--- src/rtl/dec_pkg.sv ---
// Shared types and helpers for the dec_tree_seq one-hot decoder.
package dec_pkg;

  typedef enum logic {DEC_IDLE = 1'b0, DEC_SWEEP = 1'b1} dec_state_t;
  typedef enum logic {DEC_SINGLE = 1'b0, DEC_SWEEP_M = 1'b1} dec_mode_t;

  localparam int unsigned DEC_MAX_OUT = 256;

  // Reference one-hot of sel over num lines; all-zero when sel is out of range.
  function automatic logic [DEC_MAX_OUT-1:0] onehot_dec(input logic [8:0] sel,
                                                        input int unsigned num);
    logic [DEC_MAX_OUT-1:0] w;
    w = '0;
    if (32'(sel) < num) begin
      w[sel[7:0]] = 1'b1;
    end else begin
      w = '0;
    end
    return w;
  endfunction

endpackage

--- src/rtl/dec2to4_en.sv ---
// Combinational 2-to-4 decoder with enable; one level of the decode tree.
module dec2to4_en (
  input  logic       en_i,
  input  logic [1:0] sel_i,
  output logic [3:0] dec_o
);

  // One-hot of sel_i when enabled, otherwise all zero.
  always_comb begin
    dec_o = 4'b0000;
    if (en_i) begin
      dec_o[sel_i] = 1'b1;
    end else begin
      dec_o = 4'b0000;
    end
  end

endmodule

--- src/rtl/dec_tree_seq.sv ---
// Registered one-hot decoder with valid/ready handshake, SINGLE and SWEEP modes.
// Optional DEC_ERR_FLAG_EN adds out_err flagging out-of-range SINGLE selects.
module dec_tree_seq
  import dec_pkg::*;
#(
  parameter  int NUM_OUT = 8,
  parameter  int ACT_LOW = 0,
  localparam int SEL_W   = $clog2(NUM_OUT)
) (
  input  logic               clk,
  input  logic               rst,
  input  logic               in_valid,
  output logic               in_ready,
  input  logic [SEL_W-1:0]   in_sel,
  input  logic               in_mode,
  input  logic               in_en,
  output logic               out_valid,
  input  logic               out_ready,
  output logic [NUM_OUT-1:0] out_dec,
`ifdef DEC_ERR_FLAG_EN
  output logic               out_err,
`endif
  output logic               out_last
);

  localparam int PSEL_W = SEL_W + (SEL_W % 2);
  localparam int LVLS   = PSEL_W / 2;
  localparam int LEAF_W = 1 << PSEL_W;
  localparam logic [NUM_OUT-1:0] INACT     = (ACT_LOW != 0) ? {NUM_OUT{1'b1}} : {NUM_OUT{1'b0}};
  localparam logic [SEL_W:0]     NUM_OUT_W = (SEL_W+1)'(NUM_OUT);
  localparam logic [SEL_W:0]     CNT_ONE   = (SEL_W+1)'(1);
  localparam logic [SEL_W-1:0]   LAST_IDX  = SEL_W'(NUM_OUT - 1);

  dec_state_t         state_q, state_d;
  logic [SEL_W-1:0]   idx_q, idx_d;
  logic [SEL_W:0]     cnt_q, cnt_d;
  logic               en_q, en_d;
  logic               out_valid_q, out_valid_d;
  logic               out_last_q, out_last_d;
  logic [NUM_OUT-1:0] out_dec_q, out_dec_d;
`ifdef DEC_ERR_FLAG_EN
  logic               err_q, err_d;
`endif

  dec_mode_t          mode_s;
  logic               in_ready_s, in_xfer_s, out_xfer_s, sel_oor_s;
  logic [SEL_W-1:0]   idx_next_s, dec_line_s;
  logic               dec_en_s;
  logic [PSEL_W-1:0]  psel_s;
  logic [3:0]         lvl_dec_s [LVLS];
  logic [LEAF_W-1:0]  leaf_s;
  logic [NUM_OUT-1:0] dec_word_s;

  assign mode_s     = dec_mode_t'(in_mode);
  assign in_xfer_s  = in_valid && in_ready_s;
  assign out_xfer_s = out_valid_q && out_ready;
  assign sel_oor_s  = {1'b0, in_sel} >= NUM_OUT_W;
  assign idx_next_s = (idx_q == LAST_IDX) ? {SEL_W{1'b0}} : idx_q + SEL_W'(1);

  // Accept readiness; in SWEEP the last word's transfer frees the slot for a new command.
  always_comb begin
    in_ready_s = 1'b0;
    case (state_q)
      DEC_IDLE:  in_ready_s = !out_valid_q || out_ready;
      DEC_SWEEP: in_ready_s = out_last_q && out_ready;
      default:   in_ready_s = 1'b0;
    endcase
  end

  // Select the line/enable feeding the decode tree for the next registered word.
  always_comb begin
    dec_line_s = idx_next_s;
    dec_en_s   = en_q;
    if (in_xfer_s) begin
      dec_en_s = in_en;
      if (mode_s == DEC_SWEEP_M && sel_oor_s) begin
        dec_line_s = {SEL_W{1'b0}};
      end else begin
        dec_line_s = in_sel;
      end
    end else begin
      dec_line_s = idx_next_s;
      dec_en_s   = en_q;
    end
  end

  if (PSEL_W > SEL_W) begin : g_pad
    assign psel_s = {1'b0, dec_line_s};
  end else begin : g_nopad
    assign psel_s = dec_line_s;
  end

  // Each level predecodes two select bits; only the top level carries the enable.
  for (genvar l = 0; l < LVLS; l++) begin : g_lvl
    dec2to4_en u_leaf (
      .en_i  ((l == 0) ? dec_en_s : 1'b1),
      .sel_i (psel_s[PSEL_W-2-2*l +: 2]),
      .dec_o (lvl_dec_s[l])
    );
  end

  // Combine level predecodes: leaf line i is hot when every level selects i's digit.
  always_comb begin
    logic       hit_v;
    logic [1:0] dig_v;
    hit_v  = 1'b0;
    dig_v  = 2'b00;
    leaf_s = '0;
    for (int i = 0; i < LEAF_W; i++) begin
      hit_v = 1'b1;
      for (int l = 0; l < LVLS; l++) begin
        dig_v = 2'((i >> (2 * (LVLS - 1 - l))) & 3);
        hit_v = hit_v & lvl_dec_s[l][dig_v];
      end
      leaf_s[i] = hit_v;
    end
  end

  if (LEAF_W > NUM_OUT) begin : g_mask
    logic unused_hi_s;
    assign unused_hi_s = |leaf_s[LEAF_W-1:NUM_OUT];
  end

  assign dec_word_s = leaf_s[NUM_OUT-1:0] ^ INACT;

  // Next-state: load a command, advance a sweep on transfer, or drain to idle.
  always_comb begin
    state_d     = state_q;
    idx_d       = idx_q;
    cnt_d       = cnt_q;
    en_d        = en_q;
    out_valid_d = out_valid_q;
    out_last_d  = out_last_q;
    out_dec_d   = out_dec_q;
`ifdef DEC_ERR_FLAG_EN
    err_d       = err_q;
`endif
    if (in_xfer_s) begin
      out_valid_d = 1'b1;
      out_dec_d   = dec_word_s;
      idx_d       = dec_line_s;
      en_d        = in_en;
      cnt_d       = CNT_ONE;
      if (mode_s == DEC_SWEEP_M) begin
        state_d    = DEC_SWEEP;
        out_last_d = 1'b0;
`ifdef DEC_ERR_FLAG_EN
        err_d      = 1'b0;
`endif
      end else begin
        state_d    = DEC_IDLE;
        out_last_d = 1'b1;
`ifdef DEC_ERR_FLAG_EN
        err_d      = sel_oor_s;
`endif
      end
    end else if (out_xfer_s) begin
      if (state_q == DEC_SWEEP && !out_last_q) begin
        idx_d      = idx_next_s;
        cnt_d      = cnt_q + CNT_ONE;
        out_dec_d  = dec_word_s;
        out_last_d = ((cnt_q + CNT_ONE) == NUM_OUT_W);
      end else begin
        state_d     = DEC_IDLE;
        out_valid_d = 1'b0;
        out_last_d  = 1'b0;
        out_dec_d   = INACT;
`ifdef DEC_ERR_FLAG_EN
        err_d       = 1'b0;
`endif
      end
    end else begin
      state_d = state_q;
    end
  end

  // State and output registers with synchronous reset.
  always_ff @(posedge clk) begin
    if (rst) begin
      state_q     <= DEC_IDLE;
      idx_q       <= {SEL_W{1'b0}};
      cnt_q       <= {(SEL_W+1){1'b0}};
      en_q        <= 1'b0;
      out_valid_q <= 1'b0;
      out_last_q  <= 1'b0;
      out_dec_q   <= INACT;
`ifdef DEC_ERR_FLAG_EN
      err_q       <= 1'b0;
`endif
    end else begin
      state_q     <= state_d;
      idx_q       <= idx_d;
      cnt_q       <= cnt_d;
      en_q        <= en_d;
      out_valid_q <= out_valid_d;
      out_last_q  <= out_last_d;
      out_dec_q   <= out_dec_d;
`ifdef DEC_ERR_FLAG_EN
      err_q       <= err_d;
`endif
    end
  end

  assign in_ready  = in_ready_s;
  assign out_valid = out_valid_q;
  assign out_last  = out_last_q;
  assign out_dec   = out_dec_q;
`ifdef DEC_ERR_FLAG_EN
  assign out_err   = err_q;
`endif

endmodule

--- config.mk ---
export PLATFORM = sky130hd
export DESIGN_NAME = dec_tree_seq
export DESIGN_NICKNAME = d
export VERILOG_FILES = /design/src/rtl/dec_pkg.sv /design/src/rtl/dec2to4_en.sv /design/src/rtl/dec_tree_seq.sv
export SDC_FILE = /design/constraint.sdc
export NUM_CORES = 1
export LEC_CHECK = 0
export CAP_MARGIN = 5
export CORE_MARGIN = 4
export CORE_UTILIZATION = 39
export CTS_CLUSTER_DIAMETER = 60
export DETAILED_ROUTE_END_ITERATION = 6
export GPL_TIMING_DRIVEN = 1
export PLACE_DENSITY_LB_ADDON = 0.15
export SYNTH_ARGS = -nofsm -noshare
export SYNTH_HDL_FRONTEND = slang
export SYNTH_SLANG_ARGS = --single-unit
--- constraint.sdc ---
create_clock -name clk -period 1.55 [get_ports clk]
set_clock_uncertainty 0.1 [all_clocks]
set_input_delay 0.31 -clock clk [delete_from_list [all_inputs] [get_ports clk]]
set_output_delay 0.31 -clock clk [all_outputs]
set_load 0.01 [all_outputs]
==> out/summary.md, run 1 <==
## Status
• **result of the run** finished, final reports clean

## Power
• **standby leakage power** 0.000594 uW
• **Total Power Consumption** 1100 uW
• **highest ir drop seen on vdd** 0.000548 V
• **Power per Cell Area** 807 nW/um^2

## Finish
• **non-filler cells in the finished layout** 171
• **layout cell share with drive strength beyond 1** 26.6%
• **NumNets Final** 157
• **multi-input gate area in the final layout** 594 um^2
• **combined flip-flop and latch cell area** 383 um^2
• **area added between synthesis and finish** 39.7%
• **diodes inserted** 0
• **filler instances** 221

## GRT
• **number of antenna violations at the first check in global routing** 0
• **final global-route overflow total** 0
• **wire length of the first global-routing pass** 3.75 mm
• **global-route usage over all layers** 14.2%
• **number of global-route vias before repair** 873
• **pin count of the biggest net entering global routing** 12

## Floorplan
• **Std-Cell Rows** 17
• **initial standard-cell utilization of the core** 42.5%
• **count of pins on the block boundary** 20
• **overall die height** 58.0 um
• **width of the chip** 58.0 um
• **full die area** 3370 um^2
• **area inside the core boundary** 2300 um^2

## Yosys
• **Area contributors post-synth** dfxtp_1, o2bb2ai_1, ha_1
• **largest area contributor in the netlist** dfxtp_1
• **simple-gate share of the synthesized area** 22.7%
• **top cell types by occurrence after synthesis** dfxtp_1, nor2_1, nand2_1
• **complex-gate fraction of the synthesized area** 19.7%
• **Yosys cell types** 31
• **mux share of post-synthesis cell area** 7.56%
• **total standard cell area after synthesis** 976 um^2
• **synthesized netlist cell count** 106
• **post-synthesis sequential element count** 19
• **synthesized netlist net count** 119
• **Syn Area/Cell** 9.21 um^2
• **number of synthesized flops with an enable pin** 0
• **adder-cell share of the synthesized area** 5.13%
• **total number of yosys warnings** 0
• **main combinational cell family by area after synthesis** simple AND/OR/NAND/NOR gates
• **predominant post-synthesis flop cell** dfxtp_1
• **area share of xor/xnor cells in the synthesized design** 2.69%
• **sequential fraction of the synthesis area** 39.0%
• **most common cell in the netlist** dfxtp_1
• **share of Yosys cell area claimed by the top area cell type** 39.0%
• **ys async rst share** 0%

## Clock tree
• **Max Root-Sink Buffers** 2
• **Root Buffer** clkbuf_4
• **Setup Buffers After CTS** 0
• **H-tree levels** 1
• **CTS sink cnt** 19
• **clock edge transition at the registers on the reported setup and hold paths** 0.12 ns
• **clock buffer count from CTS** 3
• **CTS tree** built
• **hold_buf cts** 0
• **Clock Latency Late Sink** 0.30 ns

## Job
• **# Max-Cap Violations** 0

## Route
• **Detailed Route WL** 2.23 mm
• **per-cell routed wire length** 13.0 um
• **drt first pass iters** 4
• **routed vias** 882
• **number of DRC markers in iteration 0** 22
• **number of DRC violations after detailed routing** 0
• **Antenna Nets Post-Route** 0
• **mean number of vias per cell** 5.16

## STA
• **achievable clock frequency** 652 MHz
• **Worst Max-Slew Pin Slew** 0.304 ns
• **unrepaired setup endpoints after global routing** true
• **share of the cycle needed by the critical path after routing** 99.0%
• **max-slew violation count** 0
• **relative max-transition margin** 79.7%
• **post-layout minimum cycle time** 1.53 ns
• **number of failing setup endpoints in the final timing report** 0
• **Final Hold Slack** 0.369 ns
• **hold violation count in the final report** 0

## Min path
• **Min-Delay Path Class** reg -> reg

## Placed design
• **IO Port Bufs** 19
• **placed instance count** 167
• **dpl hpwl** 1.72 mm
• **routability-driven placement congestion ratio** 0.773

## Setup path
• **peak fanout along the critical path** 4
• **data required time at the worst endpoint** 1.14 ns
• **WS Path Type** reg -> out
• **CP delay by family, top** flip-flops
• **kind of capture point of the worst setup path** output pin
• **critical path, cell by cell** a21bo_4 -> and2_4 -> buf_6
• **number of buffers and inverters on the critical path** 1
• **crit-path max cell delay** 0.35 ns
• **Data arrival, critical path** 1.12 ns
• **Worst path slowest cell** dfxtp_2
• **startpoint types** register

[layout by cell type (no fill, tap or decap), drive strengths merged, types with 3 or more instances in the layout]
cell type and n:
mux2i 4, dfxtp 19, nand2 10, nor3 7, nor2 11, ha 4, buf 18, a211oi 3
inv 3, clkbuf 3, dlygate4sd2 11, nand2b 3, clkdlybuf4s50 7, o2bb2ai 8, a21oi 5, mux2 3
nand3 3
[stage by stage]
| step | utilization (%) | area, um^2 | setup slack [ns] | setup TNS, ns |
|---|---|---|---|---|
| finish | 59.4 | 1360 | 0.0159 | 0 |
| global route | 59.4 | 1360 | -0.0414 | -0.0414 |
| CTS | 58.1 | 1330 | 0.00974 | 0 |
| detailed placement | 57.0 | 1310 | -0.486 | -6.41 |
| global placement | 57.0 | 1310 | -0.456 | -5.65 |
| floorplan | - | 976 | 0.0773 | 0 |
[where the power goes]
part	internal (uW)	total [uW]	switching, uW
logic	166	315	150
registers	516	531	15.4
clock network	95.9	254	158
total	777	1100	323
[routing by layer]
layer / GRT usage, % / up-vias / routed length, um
li1: - / 458 / -
met1: 17.1 / 403 / 1050
met2: 24.7 / 19 / 1060
met3: 3.12 / 2 / 100
met4: 5.30 / 0 / 20
met5: 0 / - / 0
[path summary, 6_finish.rpt]
kind         slack (ns)                      end                   from  cells after the start
min reg2reg        0.37          en_q$_SDFF_PP0_        en_q$_SDFF_PP0_                      2
min                0.37          en_q$_SDFF_PP0_        en_q$_SDFF_PP0_                      2
max                0.02                 in_ready   state_q$_SDFFE_PP0P_                      3
max reg2reg        0.06  out_dec[7]$_SDFFE_PP0P_  idx_q[0]$_SDFFE_PP0P_                      6
[final cells by class]
class,instances,area share [%]
Inverter,3,0.826
Sequential cell,19,28.1
Clock inverter,1,0.367
Tap cell,28,2.57
Clock buffer,3,1.65
Multi-Input combinational cell,81,43.6
Timing Repair Buffer,36,22.9
[what timing repair did]
item | in CTS | in global routing
endpoints found under the setup margin | 22 | 12
pin swaps | 2 | 0
hold endpoints to repair | 0 | 0
gates resized for setup | 19 | 8
[cells by family (layout without fill, tap and decap cells)]
| group | after synthesis | in the layout |
|---|---|---|
| AND/OR/NAND/NOR | 43 | 43 |
| AO/OA/AOI/OAI | 24 | 24 |
| flip-flops | 19 | 19 |
| multiplexers | 7 | 7 |
| buffers and inverters | 6 | 43 |
| adder cells (fa/ha/maj) | 4 | 4 |
| XOR/XNOR | 3 | 3 |
[worst register-to-register path: cells and delay by family, from the launching register on]
family,cells,cell delay (ns)
flops,1,0.33
compound gates,1,0.13
fa+ha+maj,2,0.43
mux,1,0.28
simple gates,2,0.17
[sequential cells by signal, indices dropped and copies added, names as in the netlist]
name       count
out_dec        8
idx_q          3
out_valid      1
out_last       1
state_q        1
en_q           1
cnt_q          4
No activity file was read; power rests on OpenSTA's default activity.
==> run 2, diff against run 1 <==
Settings changed: CAP_MARGIN 5 to 10.
Clock period 1.55 ns to 1.7 ns, I/O delays scaled along.
==> out/summary.md, run 2 (synthesis results as in run 1) <==
## Status
• **result of the run** finished, final reports clean

## Route
• **Antenna Nets Post-Route** 0, unchanged
• **mean number of vias per cell** 5.17, +0.19%
• **Detailed Route WL** 2.17 mm, -2.6%
• **per-cell routed wire length** 13.0 um, -0.23%
• **number of DRC violations after detailed routing** 0, unchanged
• **routed vias** 863, -2.2%
• **drt first pass iters** 4, unchanged
• **number of DRC markers in iteration 0** 13, -41%

## Clock tree
• **Clock Latency Late Sink** 0.30 ns, about the same
• **H-tree levels** 1, unchanged
• **Setup Buffers After CTS** 0, unchanged
• **Max Root-Sink Buffers** 2, unchanged
• **clock edge transition at the registers on the reported setup and hold paths** 0.12 ns, about the same
• **clock buffer count from CTS** 3, unchanged
• **CTS tree** built
• **CTS sink cnt** 19, unchanged
• **Root Buffer** clkbuf_4
• **hold_buf cts** 0, unchanged

## GRT
• **pin count of the biggest net entering global routing** 12, unchanged
• **wire length of the first global-routing pass** 3.70 mm, -1.5%
• **number of global-route vias before repair** 807, -7.6%
• **global-route usage over all layers** 14.3%, +0.026 points
• **final global-route overflow total** 0, unchanged
• **number of antenna violations at the first check in global routing** 0, unchanged

## Min path
• **Min-Delay Path Class** reg -> reg

## Power
• **standby leakage power** 0.000535 uW, -10%
• **highest ir drop seen on vdd** 0.000528 V, -3.6%
• **Power per Cell Area** 737 nW/um^2, -8.7%

## Floorplan
• **full die area** 3370 um^2, unchanged
• **Std-Cell Rows** 17, unchanged
• **area inside the core boundary** 2300 um^2, unchanged
• **count of pins on the block boundary** 20, unchanged
• **overall die height** 58.0 um, unchanged
• **initial standard-cell utilization of the core** 42.5%, unchanged
• **width of the chip** 58.0 um, unchanged

## Setup path
• **critical path, cell by cell** clkdlybuf4s50_1
• **peak fanout along the critical path** 6, +2
• **crit-path max cell delay** 0.53 ns, +0.18 ns
• **kind of capture point of the worst setup path** output pin
• **Data arrival, critical path** 1.22 ns, +0.10 ns
• **CP delay by family, top** buffers and inverters
• **WS Path Type** reg -> out
• **startpoint types** register
• **data required time at the worst endpoint** 1.26 ns, +0.12 ns
• **Worst path slowest cell** clkdlybuf4s50_1
• **number of buffers and inverters on the critical path** 1, unchanged

## Finish
• **NumNets Final** 153, -2.5%
• **area added between synthesis and finish** 35.0%
• **number of flip-flops in the largest register** 8, unchanged
• **final instance area** 1320 um^2, -3.4%
• **layout cell share with drive strength beyond 1** 20.9%, -5.7 points
• **diodes inserted** 0, unchanged
• **top library cells by usage in the layout, fill and taps aside** dfxtp_1, clkdlybuf4s50_1, buf_4

## STA
• **number of failing setup endpoints in the final timing report** 0, unchanged
• **post-layout minimum cycle time** 1.66 ns
• **achievable clock frequency** 602 MHz
• **Worst Max-Slew Pin Slew** 0.286 ns, -0.0181 ns
• **setup TNS after final layout** 0 ns, unchanged
• **hold violation count in the final report** 0, unchanged
• **max-slew violation count** 0, unchanged
• **Final Hold Slack** 0.358 ns, -0.0111 ns
• **relative max-transition margin** 80.6%, +0.94 points
• **share of the cycle needed by the critical path after routing** 97.7%
• **min setup slack post-route** 0.0394 ns, +0.0235 ns
• **unrepaired setup endpoints after global routing** false

## Placed design
• **dpl hpwl** 1.68 mm, -2.3%
• **Area after DPL** 1280 um^2, -2.3%
• **IO Port Bufs** 19, unchanged
• **pre-CTS worst setup slack** -0.387 ns, +0.0999 ns
• **routability-driven placement congestion ratio** 0.801, +3.7%

## Job
• **# Max-Cap Violations** 0, unchanged

==> run 2: changes by cell type in the layout (fill, tap and decap cells not counted), sizes merged <==
cell,before,now
dlymetal6s2s,0,1
dlygate4sd2,11,1
clkdlybuf4s50,7,16
buf,18,14
==> run 2: worst paths after layout <==
check | depth (start not counted) | to | slack [ns] | startpoint
setup / recovery | 1 | out_valid | 0.04 | out_valid$_SDFFE_PP0P_
hold / removal | 2 | en_q$_SDFF_PP0_ | 0.36 | en_q$_SDFF_PP0_
setup reg to reg | 6 | out_dec[7]$_SDFFE_PP0P_ | 0.13 | idx_q[0]$_SDFFE_PP0P_
hold reg to reg | 2 | en_q$_SDFF_PP0_ | 0.36 | en_q$_SDFF_PP0_
==> run 2: through the flow <==
| stage | utilization (%) | power (uW) | instances |
|---|---|---|---|
| floorplan | - | 644 | 106 |
| global placement | 55.7 | 750 | 163 |
| detailed placement | 55.7 | 753 | 163 |
| CTS | 57.0 | 982 | 167 |
| global route | 57.4 | 1030 | 167 |
| finish | 57.4 | 971 | 167 |
==> run 2: what timing repair did <==
action,in CTS,in global routing
resized for setup,7,5
pin swaps,1,0
setup endpoints to repair,7,3
==> run 2: power breakdown <==
part	switching, uW	internal (uW)
clock network	143	87.6
logic	119	129
registers	21.8	470
==> run 2: area by class of cell <==
type / instances / area [um^2]
fill: 234 / 980
multi-input combinational: 81 / 571
sequential: 19 / 389
timing repair buffer: 32 / 284
tap: 28 / 35.0
clock buffer: 3 / 22.5
inverter: 3 / 11.3
clock inverter: 1 / 5.00
==> run 2: per-layer routing <==
metal | track usage [%] | routed length (um)
met4 | 5.96 | 17
met1 | 18.3 | 1030
met2 | 22.6 | 1020
met3 | 3.79 | 102
met5 | 0 | 0
